<file path="src/rtl/pc_seq_unit_if.sv">
// Bus bundle for pc_seq_unit: instruction/flag inputs and PC/stack status outputs.
// The master side drives instructions; the slave side is the sequencer.
interface pc_seq_unit_if #(
   parameter int unsigned ADDR_W      = 11,
   parameter int unsigned STACK_DEPTH = 4
);
   localparam int unsigned SP_W = $clog2(STACK_DEPTH + 1);

   logic              instr_valid;
   logic [13:0]       instr;
   logic              zf;
   logic              nf;
   logic              cy;
   logic              pc_load;
   logic [ADDR_W-1:0] pc_load_val;
   logic              flag_clr;
   logic [ADDR_W-1:0] pc;
   logic              taken;
   logic              is_bsr;
   logic              is_ret;
   logic [SP_W-1:0]   sp;
   logic              stack_ovf;
   logic              stack_unf;

   modport master (
      output instr_valid, instr, zf, nf, cy, pc_load, pc_load_val, flag_clr,
      input  pc, taken, is_bsr, is_ret, sp, stack_ovf, stack_unf
   );

   modport slave (
      input  instr_valid, instr, zf, nf, cy, pc_load, pc_load_val, flag_clr,
      output pc, taken, is_bsr, is_ret, sp, stack_ovf, stack_unf
   );
endinterface

</file>
<file path="src/rtl/pc_seq_unit.sv">
// Program-counter sequencer: decodes JMP/JZE/JNE/CCY/BSR/RET, owns the PC and a return stack.
// Define PCSEQ_STACK_WRAP_EN to make the return stack circular (oldest entry overwritten when full).
module pc_seq_unit #(
   parameter int unsigned ADDR_W      = 11,
   parameter int unsigned STACK_DEPTH = 4,
   parameter int unsigned RESET_PC    = 0
) (
   input logic           clk,
   input logic           reset,
   pc_seq_unit_if.slave  bus
);
   localparam int unsigned SP_W  = $clog2(STACK_DEPTH + 1);
   localparam int unsigned PTR_W = $clog2(STACK_DEPTH);
   localparam logic [SP_W-1:0]  SP_FULL  = SP_W'(STACK_DEPTH);
   localparam logic [PTR_W-1:0] PTR_LAST = PTR_W'(STACK_DEPTH - 1);

   logic [ADDR_W-1:0] pc_q, pc_d;
   logic [SP_W-1:0]   sp_q, sp_d;
   logic [PTR_W-1:0]  ptr_q, ptr_d;
   logic              ovf_q, ovf_d;
   logic              unf_q, unf_d;
   logic [ADDR_W-1:0] stack_q [STACK_DEPTH];

   logic              cond_ok;
   logic              dec_bsr;
   logic              dec_ret;
   logic              jump_taken;
   logic              stack_full;
   logic              stack_empty;
   logic              push_en;
   logic              ovf_set;
   logic              unf_set;
   logic [ADDR_W-1:0] pc_inc;
   logic [ADDR_W-1:0] target;
   logic [PTR_W-1:0]  ptr_inc;
   logic [PTR_W-1:0]  ptr_dec;

   always_comb begin
      case (bus.instr[12:11])
         2'b00:   cond_ok = 1'b1;
         2'b01:   cond_ok = bus.zf;
         2'b10:   cond_ok = bus.nf;
         default: cond_ok = bus.cy;
      endcase
   end

   assign dec_bsr     = bus.instr_valid & ~bus.instr[13] & (bus.instr[12:10] == 3'b111);
   assign dec_ret     = bus.instr_valid & (bus.instr == 14'h0180);
   assign jump_taken  = bus.instr_valid & bus.instr[13] & cond_ok;
   assign stack_full  = (sp_q == SP_FULL);
   assign stack_empty = (sp_q == '0);
   assign pc_inc      = pc_q + 1'b1;
   assign target      = bus.instr[ADDR_W-1:0];
   // ptr_q is the slot the next push writes; it wraps so the circular build shares this path.
   assign ptr_inc     = (ptr_q == PTR_LAST) ? '0 : ptr_q + 1'b1;
   assign ptr_dec     = (ptr_q == '0) ? PTR_LAST : ptr_q - 1'b1;

   always_comb begin
      pc_d    = pc_q;
      sp_d    = sp_q;
      ptr_d   = ptr_q;
      push_en = 1'b0;
      ovf_set = 1'b0;
      unf_set = 1'b0;
      if (bus.pc_load) begin
         pc_d = bus.pc_load_val;
      end else if (bus.instr_valid) begin
         if (jump_taken) begin
            pc_d = target;
         end else if (dec_bsr) begin
            pc_d = target;
            if (!stack_full) begin
               push_en = 1'b1;
               ptr_d   = ptr_inc;
               sp_d    = sp_q + 1'b1;
            end else begin
               ovf_set = 1'b1;
`ifdef PCSEQ_STACK_WRAP_EN
               push_en = 1'b1;
               ptr_d   = ptr_inc;
`endif
            end
         end else if (dec_ret && !stack_empty) begin
            pc_d  = stack_q[ptr_dec];
            ptr_d = ptr_dec;
            sp_d  = sp_q - 1'b1;
         end else begin
            pc_d    = pc_inc;
            unf_set = dec_ret;
         end
      end
      // A set in the same cycle as flag_clr wins.
      ovf_d = (ovf_q & ~bus.flag_clr) | ovf_set;
      unf_d = (unf_q & ~bus.flag_clr) | unf_set;
   end

   always_ff @(posedge clk) begin
      if (reset) begin
         pc_q  <= ADDR_W'(RESET_PC);
         sp_q  <= '0;
         ptr_q <= '0;
         ovf_q <= 1'b0;
         unf_q <= 1'b0;
      end else begin
         pc_q  <= pc_d;
         sp_q  <= sp_d;
         ptr_q <= ptr_d;
         ovf_q <= ovf_d;
         unf_q <= unf_d;
      end
   end

   always_ff @(posedge clk) begin
      if (push_en && !reset) begin
         stack_q[ptr_q] <= pc_inc;
      end
   end

   assign bus.pc        = pc_q;
   assign bus.sp        = sp_q;
   assign bus.stack_ovf = ovf_q;
   assign bus.stack_unf = unf_q;
   assign bus.is_bsr    = dec_bsr;
   assign bus.is_ret    = dec_ret;
   assign bus.taken     = jump_taken | dec_bsr | (dec_ret & ~stack_empty);
endmodule

</file>
<file path="src/flat_wrapper.sv">
// flat-port wrapper written by rule: the top's interface ports become plain ports
module pc_seq_unit_flat 
#(
   parameter int unsigned ADDR_W      = 11,
   parameter int unsigned STACK_DEPTH = 4,
   parameter int unsigned RESET_PC    = 0
)
  (clk, reset, bus_instr_valid, bus_instr, bus_zf, bus_nf, bus_cy, bus_pc_load, bus_pc_load_val, bus_flag_clr, bus_pc, bus_taken, bus_is_bsr, bus_is_ret, bus_sp, bus_stack_ovf, bus_stack_unf);
  pc_seq_unit_if #(.ADDR_W(ADDR_W), .STACK_DEPTH(STACK_DEPTH)) bus_i ();
  input logic clk;
  input logic reset;
  input wire logic [$bits(bus_i.instr_valid)-1:0] bus_instr_valid;
  input wire logic [$bits(bus_i.instr)-1:0] bus_instr;
  input wire logic [$bits(bus_i.zf)-1:0] bus_zf;
  input wire logic [$bits(bus_i.nf)-1:0] bus_nf;
  input wire logic [$bits(bus_i.cy)-1:0] bus_cy;
  input wire logic [$bits(bus_i.pc_load)-1:0] bus_pc_load;
  input wire logic [$bits(bus_i.pc_load_val)-1:0] bus_pc_load_val;
  input wire logic [$bits(bus_i.flag_clr)-1:0] bus_flag_clr;
  output wire logic [$bits(bus_i.pc)-1:0] bus_pc;
  output wire logic [$bits(bus_i.taken)-1:0] bus_taken;
  output wire logic [$bits(bus_i.is_bsr)-1:0] bus_is_bsr;
  output wire logic [$bits(bus_i.is_ret)-1:0] bus_is_ret;
  output wire logic [$bits(bus_i.sp)-1:0] bus_sp;
  output wire logic [$bits(bus_i.stack_ovf)-1:0] bus_stack_ovf;
  output wire logic [$bits(bus_i.stack_unf)-1:0] bus_stack_unf;
  assign bus_i.instr_valid = bus_instr_valid;
  assign bus_i.instr = bus_instr;
  assign bus_i.zf = bus_zf;
  assign bus_i.nf = bus_nf;
  assign bus_i.cy = bus_cy;
  assign bus_i.pc_load = bus_pc_load;
  assign bus_i.pc_load_val = bus_pc_load_val;
  assign bus_i.flag_clr = bus_flag_clr;
  assign bus_pc = bus_i.pc;
  assign bus_taken = bus_i.taken;
  assign bus_is_bsr = bus_i.is_bsr;
  assign bus_is_ret = bus_i.is_ret;
  assign bus_sp = bus_i.sp;
  assign bus_stack_ovf = bus_i.stack_ovf;
  assign bus_stack_unf = bus_i.stack_unf;
  pc_seq_unit #(.ADDR_W(ADDR_W), .STACK_DEPTH(STACK_DEPTH), .RESET_PC(RESET_PC)) u_core (.clk(clk), .reset(reset), .bus(bus_i));
endmodule
</file>
<file path="config.mk">
export PLATFORM = sky130hd
export DESIGN_NAME = pc_seq_unit_flat
export DESIGN_NICKNAME = d
export VERILOG_FILES = /design/src/rtl/pc_seq_unit_if.sv /design/src/rtl/pc_seq_unit.sv /design/src/flat_wrapper.sv
export SDC_FILE = /design/constraint.sdc
export NUM_CORES = 1
export LEC_CHECK = 0
export CELL_PAD_IN_SITES_DETAIL_PLACEMENT = 1
export CELL_PAD_IN_SITES_GLOBAL_PLACEMENT = 2
export CORE_MARGIN = 1.5
export CORE_UTILIZATION = 32
export CTS_BUF_LIST = sky130_fd_sc_hd__clkbuf_4 sky130_fd_sc_hd__clkbuf_8 sky130_fd_sc_hd__clkbuf_16
export DETAILED_ROUTE_END_ITERATION = 12
export PLACE_DENSITY = 0.75
export SLEW_MARGIN = 20
export SYNTH_ARGS = -nofsm -noshare
export SYNTH_HDL_FRONTEND = slang
export SYNTH_SLANG_ARGS = --single-unit
export TNS_END_PERCENT = 1
</file>
<file path="constraint.sdc">
create_clock -name clk -period 2.5 [get_ports clk]
set_input_delay 0.375 -clock clk [delete_from_list [all_inputs] [get_ports clk]]
set_output_delay 0.375 -clock clk [all_outputs]
set_load 0.03 [all_outputs]
</file>
==> results.toml <==
[sta]
period_needed_ns = 2.44
fin_ws_ns = 0.0648
worst_pin_slew_ns = 0.601
slew_viol_final = 0
hold_viol_final = 0
max_freq_mhz = 411
fin_worst_skew_ns = 0.0140
finalHoldWorstSlack_ns = 0.490
setup_viol = 0
relSlewSlack = 0.595
period_share = 0.974

[global_route]
grt_max_degree = 25
antenna_found_initial = 0
grt_pass1_vias = 2634
grt_pass1_wl_mm = 14.1
track_usage = 0.179
grt_overflow_total = 0

[critical_path]
path_delay_family = "buffers and inverters"
max_stage_delay_ns = 0.49
crit_type = "primary input to primary output"
crit_buf_inv = 4
path_common_cell = "buf_4"
crit_arrival_ns = 2.06
cp_cell_sequence = "clkdlybuf4s50_1 > nor4bb_4 > buf_4 > and4_4 > buf_4 > and2_1 > nand2b_4 > buf_6"
crit_path_start_kind = "primary input"
path_max_fanout = 4
critical_path.slowest_cell = "clkdlybuf4s50_1"
end_kind = "primary output"
cp.required_ns = 2.12

[pwr]
powerDensity_mw_per_mm2 = 544
seqPwrFrac = 0.486
p_total_mw = 2.35
p_leak_nw = 1.61
p_comb_frac = 0.130
ir_worst_vdd_mv = 0.205
p_int_mw = 1.74
p_clk_frac = 0.384
switching_share = 0.259
p_sw_uw = 610

[yosys]
syn-instance-count = 264
synth-seq-cells = 62
synth_cell_types = 54
netlist_top_cells_area = "edfxtp_1 42%, dfxtp_1 11%, mux4_2 7.8%"
synth_nets = 303
synthArstFlopShare = 0
yosysSeqAreaShare = 0.530
synthFlopType = "edfxtp_1"
synth_common_cells = "44 x edfxtp_1, 22 x inv_1, 18 x dfxtp_1, 17 x a21oi_1, 11 x mux4_2"
avgSynthCellArea_sq_um = 12.0
yosysWarnings = 0
synth.largest_area_cell = "edfxtp_1"
netlist_area_sq_mm = 0.00318
yosysTopAreaCellShare = 0.416
synth_edf_count = 44
yosysMostFrequentCell = "edfxtp_1"

[die]
rows = 36
core_area_sq_mm = 0.00968
initial_core_util = 0.328
ioPinCount = 52
die_area_sq_mm = 0.0105
dieWidth_um = 103
dieHeight_um = 103

[clock_tree]
cts_made_buffers = 9
cts_buffer_depth = 2
tritoncts = "built"
clkLatencyLatePin_ns = 0.35
clkTransAtPathRegs_ns = 0.07
clock_sinks = 62
postCtsHoldBufs = 0
htree_levels = 3
cts_root_buffer = "clkbuf_8"

[placed_design]
pre_cts_ws_ns = -0.265
gp_congestion = 0.787
dp_hpwl_mm = 6.74
io_buffers = 51

[drt]
wl_per_cell_um = 18.4
postRouteAntennaNets = 0
wirelength_mm = 8.96
drcViolationCount = 0
viasPerCell = 5.21
dr.pass1.iters = 4
via_count = 2535
drt_iter0_markers = 96

[flow_run]
cap_violations = 0

[finish]
drive_gt1_frac = 0.240
fin_nets = 388
nFillCells = 1039
synthToLayoutAreaGrowth_pct = 36.1
diodes = 0

[outcome]
outcome = "completed"

[min_path]
hp-class = "flip-flop to flip-flop"
final cells by class:
type / count / area, sq um / area share
Sequential cell: 62 / 1680 / 0.389
Tap cell: 133 / 166 / 0.0385
Inverter: 23 / 86.3 / 0.0200
Timing Repair Buffer: 90 / 815 / 0.188
Multi-Input combinational cell: 163 / 1370 / 0.317
Clock inverter: 6 / 71.3 / 0.0165
Clock buffer: 10 / 131 / 0.0304
power groups by stage:
stage / clock network, mW / registers (mW) / logic (mW)
after detailed placement: 0 / 1.17 / 0.300
after global routing: 0.969 / 1.14 / 0.333
after floorplan: 0 / 1.19 / 0.113
after CTS: 0.929 / 1.14 / 0.304
final: 0.903 / 1.14 / 0.307
after global placement: 0 / 1.17 / 0.295
cells in the final DEF, fill, tap and decap left out, types with 3 or more instances in the layout:
cell,netlist,layout
a21boi_0,5,5
a21oi_1,17,17
a221oi_1,8,8
a22oi_1,4,4
and3_1,10,10
buf_4,2,40
clkbuf_8,0,9
clkdlybuf4s50_1,0,47
dfxtp_1,18,18
edfxtp_1,44,44
ha_1,5,5
inv_1,22,22
mux4_2,11,11
nand2_1,8,8
nand3_1,8,8
nor2_1,9,9
nor3_1,6,6
o21ai_0,6,6
o21bai_1,9,9
o311ai_1,8,8
or3_2,2,3
xnor2_1,5,5
worst reg2reg max path, cell delays in order (launching register included):
cell      delay (ns)
dfxtp_1         0.34
inv_1           0.08
ha_1            0.22
nor2b_1         0.20
buf_12          0.18
mux4_2          0.52
and3_1          0.19
o311ai_1        0.32
a221oi_1        0.13
path summary, 6_finish.rpt:
check / startpoint / endpoint / slack (ns) / depth (start not counted)
worst max register to register: u_core.ptr_q[0] / u_core.bus.pc[6] / 0.19 / 8
worst max-delay path: bus_instr[6] / bus_taken / 0.06 / 8
worst min register to register: u_core.bus.stack_unf / u_core.bus.stack_unf / 0.49 / 2
worst min-delay path: u_core.bus.stack_unf / u_core.bus.stack_unf / 0.49 / 2
registers in the layout, summed over array words and instances (netlist names):
name / flops
u_core.bus.pc: 11
u_core.stack_q: 44
u_core.bus.stack_ovf: 1
u_core.ptr_q: 2
u_core.bus.sp: 3
u_core.bus.stack_unf: 1
timing repair:
item / CTS / global route
buffers inserted: 0 / 1
pin swaps: 0 / 1
gates resized for setup: 4 / 6
endpoints found under the setup margin: 1 / 34
through the flow:
step	area, sq um	utilization	instances	TNS (ns)
final	4320	0.446	487	0
after detailed placement	4070	0.420	470	-11.44
after global routing	4320	0.446	487	-0.0147
after CTS	4290	0.443	486	0
after floorplan	3180	-	264	0
after global placement	4070	0.420	470	-8.55
metal layers:
layer  track usage  wire length (um)  up-vias  part of all wire
met5             0                 0        -                 0
met4        0.0601               139        0             0.016
met3        0.0393               417       10             0.047
met2         0.272              4020       68              0.45
met1         0.255              4380     1262              0.49
li1              -                 -     1195                 -
cells by family after synthesis:
| logic type | Yosys count | synth area share |
|---|---|---|
| and+or+nand+nor | 66 | 0.126 |
| muxes | 13 | 0.0843 |
| adders and majority gates | 6 | 0.0260 |
| DFF | 62 | 0.530 |
| buffers and inverters | 39 | 0.0508 |
| AOI/OAI and AO/OA | 71 | 0.164 |
| xor gates and xnor gates | 7 | 0.0193 |
Power figures use the tool's default switching activity.
